File: config.mk
export PLATFORM = sky130hd
export DESIGN_NAME = logicnets_input_stage
export DESIGN_NICKNAME = d
export VERILOG_FILES = /design/src/rtl/logicnets_pkg.sv /design/src/rtl/feat_quantizer.sv /design/src/rtl/logicnets_input_stage.sv
export SDC_FILE = /design/constraint.sdc
export NUM_CORES = 1
export LEC_CHECK = 0
export CAP_MARGIN = 20
export CORE_MARGIN = 2
export CORE_UTILIZATION = 35
export DETAILED_ROUTE_END_ITERATION = 6
export SYNTH_ARGS = -nofsm -noshare
export SYNTH_HDL_FRONTEND = slang
export SYNTH_SLANG_ARGS = --single-unit
File: constraint.sdc
create_clock -name clk -period 2.8 [get_ports clk]
set_clock_uncertainty 0.1 [all_clocks]
set_input_delay 0.28 -clock clk [delete_from_list [all_inputs] [get_ports clk]]
set_output_delay 0.28 -clock clk [all_outputs]
set_load 0.005 [all_outputs]
File: src/rtl/logicnets_pkg.sv
// Shared definitions for the LogicNets input stage.
// Holds frame geometry (N_FEAT, IN_W, QBITS), the per-feature quantization
// thresholds T0 < T1 < T2, the quantized code type and the assembly FSM states.
package logicnets_pkg;

    localparam int unsigned N_FEAT = 8;
    localparam int unsigned IN_W   = 16;
    localparam int unsigned QBITS  = 2;
    localparam int unsigned K_W    = (N_FEAT > 1) ? $clog2(N_FEAT) : 1;

    typedef logic [QBITS-1:0] code_t;

    // Entry i is the threshold for feature i; values are signed IN_W-bit.
    typedef logic [N_FEAT-1:0][IN_W-1:0] thr_arr_t;

    localparam thr_arr_t T0 = {N_FEAT{IN_W'(-100)}};
    localparam thr_arr_t T1 = {N_FEAT{IN_W'(0)}};
    localparam thr_arr_t T2 = {N_FEAT{IN_W'(100)}};

    typedef enum logic {
        StFill = 1'b0,
        StHeld = 1'b1
    } state_t;

endpackage

File: src/rtl/feat_quantizer.sv
// Combinational per-feature quantizer.
// Ports:
//   i_data - signed feature sample
//   i_idx  - feature index selecting the threshold set
//   o_code - number of thresholds T0/T1/T2 that i_data meets or exceeds (0..3)
module feat_quantizer
    import logicnets_pkg::*;
(
    input  logic [IN_W-1:0] i_data,
    input  logic [K_W-1:0]  i_idx,
    output code_t           o_code
);

    logic signed [IN_W-1:0] w_x;
    logic signed [IN_W-1:0] w_t0;
    logic signed [IN_W-1:0] w_t1;
    logic signed [IN_W-1:0] w_t2;

    assign w_x  = $signed(i_data);
    assign w_t0 = $signed(T0[i_idx]);
    assign w_t1 = $signed(T1[i_idx]);
    assign w_t2 = $signed(T2[i_idx]);

    always_comb begin
        o_code = '0;
        if (w_x >= w_t0) o_code = o_code + 2'd1;
        if (w_x >= w_t1) o_code = o_code + 2'd1;
        if (w_x >= w_t2) o_code = o_code + 2'd1;
    end

endmodule

File: src/rtl/logicnets_input_stage.sv
// LogicNets input stage: quantizes a stream of signed features into 2-bit codes,
// assembles N_FEAT codes into a frame and hands whole frames to the layer-0 LUTs.
// Ports:
//   clk, rst_n          - clock (rising edge), asynchronous active-low reset
//   s_valid/s_ready     - feature stream handshake; s_data sample, s_last frame end
//   m_valid/m_ready     - frame handshake; m_data packed codes, feature i at [2i+1:2i]
//   frame_err, err_clr  - sticky framing error flag and its clear
module logicnets_input_stage
    import logicnets_pkg::*;
#(
    parameter int unsigned N_FEAT = logicnets_pkg::N_FEAT,
    parameter int unsigned IN_W   = logicnets_pkg::IN_W,
    parameter int unsigned QBITS  = logicnets_pkg::QBITS
) (
    input  logic                    clk,
    input  logic                    rst_n,
    input  logic                    s_valid,
    output logic                    s_ready,
    input  logic [IN_W-1:0]         s_data,
    input  logic                    s_last,
    output logic                    m_valid,
    input  logic                    m_ready,
    output logic [N_FEAT*QBITS-1:0] m_data,
    output logic                    frame_err,
    input  logic                    err_clr
);

    localparam int unsigned KW = (N_FEAT > 1) ? $clog2(N_FEAT) : 1;
    localparam logic [KW-1:0] K_LAST = KW'(N_FEAT - 1);

    state_t                  r_state;
    state_t                  w_state_d;
    logic [KW-1:0]           r_k;
    logic [KW-1:0]           w_k_d;
    logic [N_FEAT*QBITS-1:0] r_buf;
    logic [N_FEAT*QBITS-1:0] w_buf_d;
    logic [N_FEAT*QBITS-1:0] r_out;
    logic [N_FEAT*QBITS-1:0] w_out_d;
    logic                    r_mvalid;
    logic                    w_mvalid_d;
    logic                    r_err;
    logic                    w_err_d;
    logic                    r_up;

    code_t w_code;
    logic  w_accept;
    logic  w_mismatch;
    logic  w_out_free;

    feat_quantizer u_quant (
        .i_data (s_data),
        .i_idx  (r_k),
        .o_code (w_code)
    );

    // r_up keeps s_ready low until the first edge after reset release.
    assign s_ready    = r_up & (r_state == StFill);
    assign w_accept   = s_valid & s_ready;
    assign w_mismatch = s_last ^ (r_k == K_LAST);
    // Output register can take a new frame if empty or drained this cycle.
    assign w_out_free = ~r_mvalid | m_ready;

    assign m_valid   = r_mvalid;
    assign m_data    = r_out;
    assign frame_err = r_err;

    always_comb begin
        w_state_d  = r_state;
        w_k_d      = r_k;
        w_buf_d    = r_buf;
        w_out_d    = r_out;
        w_mvalid_d = r_mvalid & ~m_ready;
        // A same-cycle framing error below overrides this clear.
        w_err_d    = r_err & ~err_clr;

        unique case (r_state)
            StFill: begin
                if (w_accept) begin
                    if (w_mismatch) begin
                        // Drop the offending word and everything gathered so far.
                        w_k_d   = '0;
                        w_buf_d = '0;
                        w_err_d = 1'b1;
                    end else begin
                        w_buf_d[r_k*QBITS +: QBITS] = QBITS'(w_code);
                        if (s_last) begin
                            w_k_d = '0;
                            if (w_out_free) begin
                                w_out_d    = w_buf_d;
                                w_mvalid_d = 1'b1;
                            end else begin
                                w_state_d = StHeld;
                            end
                        end else begin
                            w_k_d = r_k + 1'b1;
                        end
                    end
                end
            end
            StHeld: begin
                if (w_out_free) begin
                    w_out_d    = r_buf;
                    w_mvalid_d = 1'b1;
                    w_state_d  = StFill;
                end
            end
        endcase
    end

    always_ff @(posedge clk or negedge rst_n) begin
        if (!rst_n) begin
            r_state  <= StFill;
            r_k      <= '0;
            r_buf    <= '0;
            r_out    <= '0;
            r_mvalid <= 1'b0;
            r_err    <= 1'b0;
            r_up     <= 1'b0;
        end else begin
            r_state  <= w_state_d;
            r_k      <= w_k_d;
            r_buf    <= w_buf_d;
            r_out    <= w_out_d;
            r_mvalid <= w_mvalid_d;
            r_err    <= w_err_d;
            r_up     <= 1'b1;
        end
    end

endmodule

==> impl_metrics.csv <==
group,metric,value,unit
finish,area_delta_synth_final,23.3,%
power,p_comb_frac,0.221,
critical_path,crit_chain,"inv_1 -> ha_1 -> ha_1 -> nand2b_1 -> nor4b_1 -> and2b_2 -> a2bb2oi_1 -> o21ai_1",
floorplanning,dieHeight,82.6,um
clock_network,htreeDepth,2,
worst_hold_path,hold_path.class,"input port to asynchronous set/reset pin",
critical_path,r2r_setup_slack,0.28,ns
synth,syn_area,2160,um^2
power,leakagePower,0.00110,uW
critical_path,start_kind,"flop",
floorplanning,core_region_area,5960,um^2
global_routing,first_global_vias,1683,
clock_network,cts-root-buf,"clkbuf_8",
clock_network,cts_tree,"built",
drt,wl_per_cell,13.3,um
finish,seq_area,976,um^2
synth,syn_inst,225,
timing,finalCriticalPeriod,2.52,ns
synth,yosysTopAreaCellShare,0.451,
global_routing,antenna_found_initial,0,
timing,relSlewSlack,0.406,
synth,synth_seq_area_share,0.451,
timing,rsz0062_at_grt,"false",
power,peakVddDrop,0.000175,V
finish,multi_input_area,1060,um^2
global_routing,grt_usage,0.148,
synth,synth_edf_count,0,
placement,hpwl,3.30,mm
floorplanning,io_pins,41,
drt,dr.pass1.iters,4,
timing,hold_ws,-0.000682,ns
timing,clock.fmax,0.396,GHz
critical_path,r2r_end,"m_data[4]",
synth,synth_area_leaders,"dfrtp_1 45%, o21ai_2 6.5%, nand2_1 6.1%",
drt,vias,1729,
clock_network,clkSinkCount,39,
synth,synth_seq_cells,39,
timing,drv_slew,0,
finish,drive_gt1_frac,0.149,
clock_network,hold_buffers,0,
timing,setup_viol,0,
critical_path,crit_cells,8,
critical_path,arrival,2.60,ns
critical_path,r2r_start,"r_k[0]",
power,power_switching,373,uW
critical_path,crit_buf_inv,1,
critical_path,cp_top_family,"simple AND/OR/NAND/NOR gates",
synth,syn_nets,253,
global_routing,grt_pass1_wl,7.71,mm
floorplanning,initial_core_util,0.363,
global_routing,gr-total-overflow,0,
global_routing,grt_max_degree,40,
synth,synth_cell_types,48,
synth,ys.flop_type,"dfrtp_1",
timing,worst_slew_pin_slew,0.889,ns
clock_network,cts_resized,0,
clock_network,numCtsBuffers,5,
clock_network,clock_latency,0.28,ns
critical_path,max_stage_delay,0.51,ns
drt,drcViolationCount,0,
placement,io_buffers,38,
critical_path,critPathMostFrequentCell,"ha_1",
synth,yosysTopAreaCell,"dfrtp_1",
power,clockPowerShare,0.293,
clock_network,clockBufferDepth,2,
critical_path,required,2.88,ns
clock_network,post_cts_buffers,0,
critical_path,endpoint,"m_data[4]",
run_status,violations,"hold timing",
flow_run,drv_cap,0,
floorplanning,dieArea,6830,um^2
finish,antennaDiodeCount,0,
finish,finalNetCount,289,
drt,ant_nets,0,
critical_path,setup.worst_path.class,"flop to flop",
floorplanning,core.rowCount,28,
power,pwr-share-seq,0.486,
synth,async_reset_ff_frac,1.00,
timing,finalHoldViolCount,2,
critical_path,cp_max_fo,10,
critical_path,cpMaxStageDelayCell,"dfrtp_1",
critical_path,worstSetupEndpointType,"flop",
finish,fill_cells,601,
placement,post-place-cells,329,
timing,fin_tns_setup,0,ns
power,p_int,877,uW
timing,period_share,0.901,
clock_network,clkSlewWorstSetupHoldPaths,0.08,ns
critical_path,reg2regPathDepth,8,
placement,gp_congestion,0.764,
critical_path,cp-startpoint,"r_k[0]",
run_status,status,"finished, violations left",
synth,postSynthAreaPerCell,9.61,um^2
power,power_density,469,nW/um^2
synth,ys_warn_count,0,
drt,viasPerCell,5.13,
drt,wirelength,4.49,mm
drt,drt_first_iter_violations,77,
power,switching_share,0.298,
floorplanning,die_w,82.6,um
finish,final_cells,337,
worst reg2reg max path, delay by kind of cell (launching register included):
family,cells,cell delay [ns]
adder cells (fa/ha/maj),2,0.49
buffers and inverters,1,0.12
flip-flops,1,0.51
AND/OR/NAND/NOR,3,0.97
AO/OA/AOI/OAI,2,0.24
state kept, by name, summed over array words and instances (netlist names):
signal,count
r_state,1
r_up,1
frame_err,1
r_buf,16
r_k,3
m_data,16
m_valid,1
layer usage:
metal	GRT usage	wire, um
met1	0.186	2170
met4	0.0459	58
met2	0.250	2110
met3	0.0380	150
met5	0	0
layout by cell type, fill, tap and decap left out, types with 2 or more instances in the layout:
| master | count |
|---|---|
| a2bb2oi_1 | 3 |
| a22oi_1 | 4 |
| and3_1 | 2 |
| ha_1 | 6 |
| o31ai_1 | 6 |
| or3_1 | 2 |
| o21ai_2 | 16 |
| clkdlybuf4s50_1 | 37 |
| dfrtp_1 | 39 |
| a21oi_1 | 9 |
| nor3b_1 | 4 |
| nor4b_1 | 3 |
| nor3_1 | 4 |
| nor2_1 | 11 |
| o21ai_1 | 5 |
| nor2b_1 | 3 |
| nand3_1 | 4 |
| buf_4 | 4 |
| a21o_1 | 3 |
| inv_1 | 7 |
| nand2_1 | 35 |
| nand2b_1 | 5 |
| nor3_2 | 2 |
| clkbuf_8 | 5 |
| o211ai_1 | 2 |
| nand4_1 | 2 |
| o21ai_0 | 14 |
worst min-delay path by stage:
stage / start / end / slack [ns] / cells past startpoint
CTS: rst_n / m_data[10] / 0.03 / 1
global route: rst_n / m_data[1] / 0.08 / 1
global placement: rst_n / m_data[10] / 0.35 / 1
finish: rst_n / m_data[10] / -0.0007 / 1
floorplan: rst_n / frame_err / -0.12 / 0
detailed placement: rst_n / m_data[10] / 0.35 / 1
synth_stat cells (all sizes together), types with 3 or more instances:
master and count:
a21o 3, a21oi 9, a22oi 4, a2bb2oi 3, buf 8, clkbuf 6
dfrtp 39, ha 6, inv 7, nand2 35, nand2b 5, nand3 4
nor2 11, nor2b 3, nor3 7, nor3b 4, nor4b 4, o21ai 35
o31ai 6
cell type report:
| type | instances | share of cell area |
|---|---|---|
| clock inverter | 2 | 0.00469 |
| inverter | 7 | 0.00985 |
| clock buffer | 6 | 0.0272 |
| tap | 75 | 0.0352 |
| timing repair buffer | 43 | 0.160 |
| sequential | 39 | 0.366 |
| multi-input combinational | 165 | 0.397 |
power by group through the flow:
stage / Sequential, uW / Clock (uW) / Combinational [uW]
2_1_floorplan: 610 / 0 / 186
3_3_place_gp: 618 / 0 / 274
3_5_place_dp: 619 / 0 / 277
4_1_cts: 607 / 380 / 279
5_1_grt: 611 / 406 / 308
6_report: 607 / 366 / 277
kinds of logic (layout without fill, tap and decap cells):
| kind of cell | count (synthesis) | in the layout | synth area share |
|---|---|---|---|
| AND/OR/NAND/NOR | 88 | 88 | 0.223 |
| AO/OA/AOI/OAI | 67 | 67 | 0.213 |
| flip-flops | 39 | 39 | 0.451 |
| buffers and inverters | 21 | 58 | 0.0590 |
| adder cells (fa/ha/maj) | 6 | 6 | 0.0347 |
| XOR/XNOR | 2 | 2 | 0.0116 |
| other | 1 | 1 | 0.00173 |
| multiplexers | 1 | 1 | 0.00636 |
stage by stage:
stage               instance area [um^2]  hold WS [ns]  total power (uW)   util  worst slack, ns
floorplan                           2160        -0.116               796      -            0.581
global placement                    2580         0.353               891  0.433            0.352
detailed placement                  2580         0.349               895  0.433            0.309
CTS                                 2670        0.0333              1270  0.448            0.289
global route                        2670        0.0802              1330  0.448           0.0350
finish                              2670     -0.000682              1250  0.448            0.277
(Power assumes the default switching activity.)
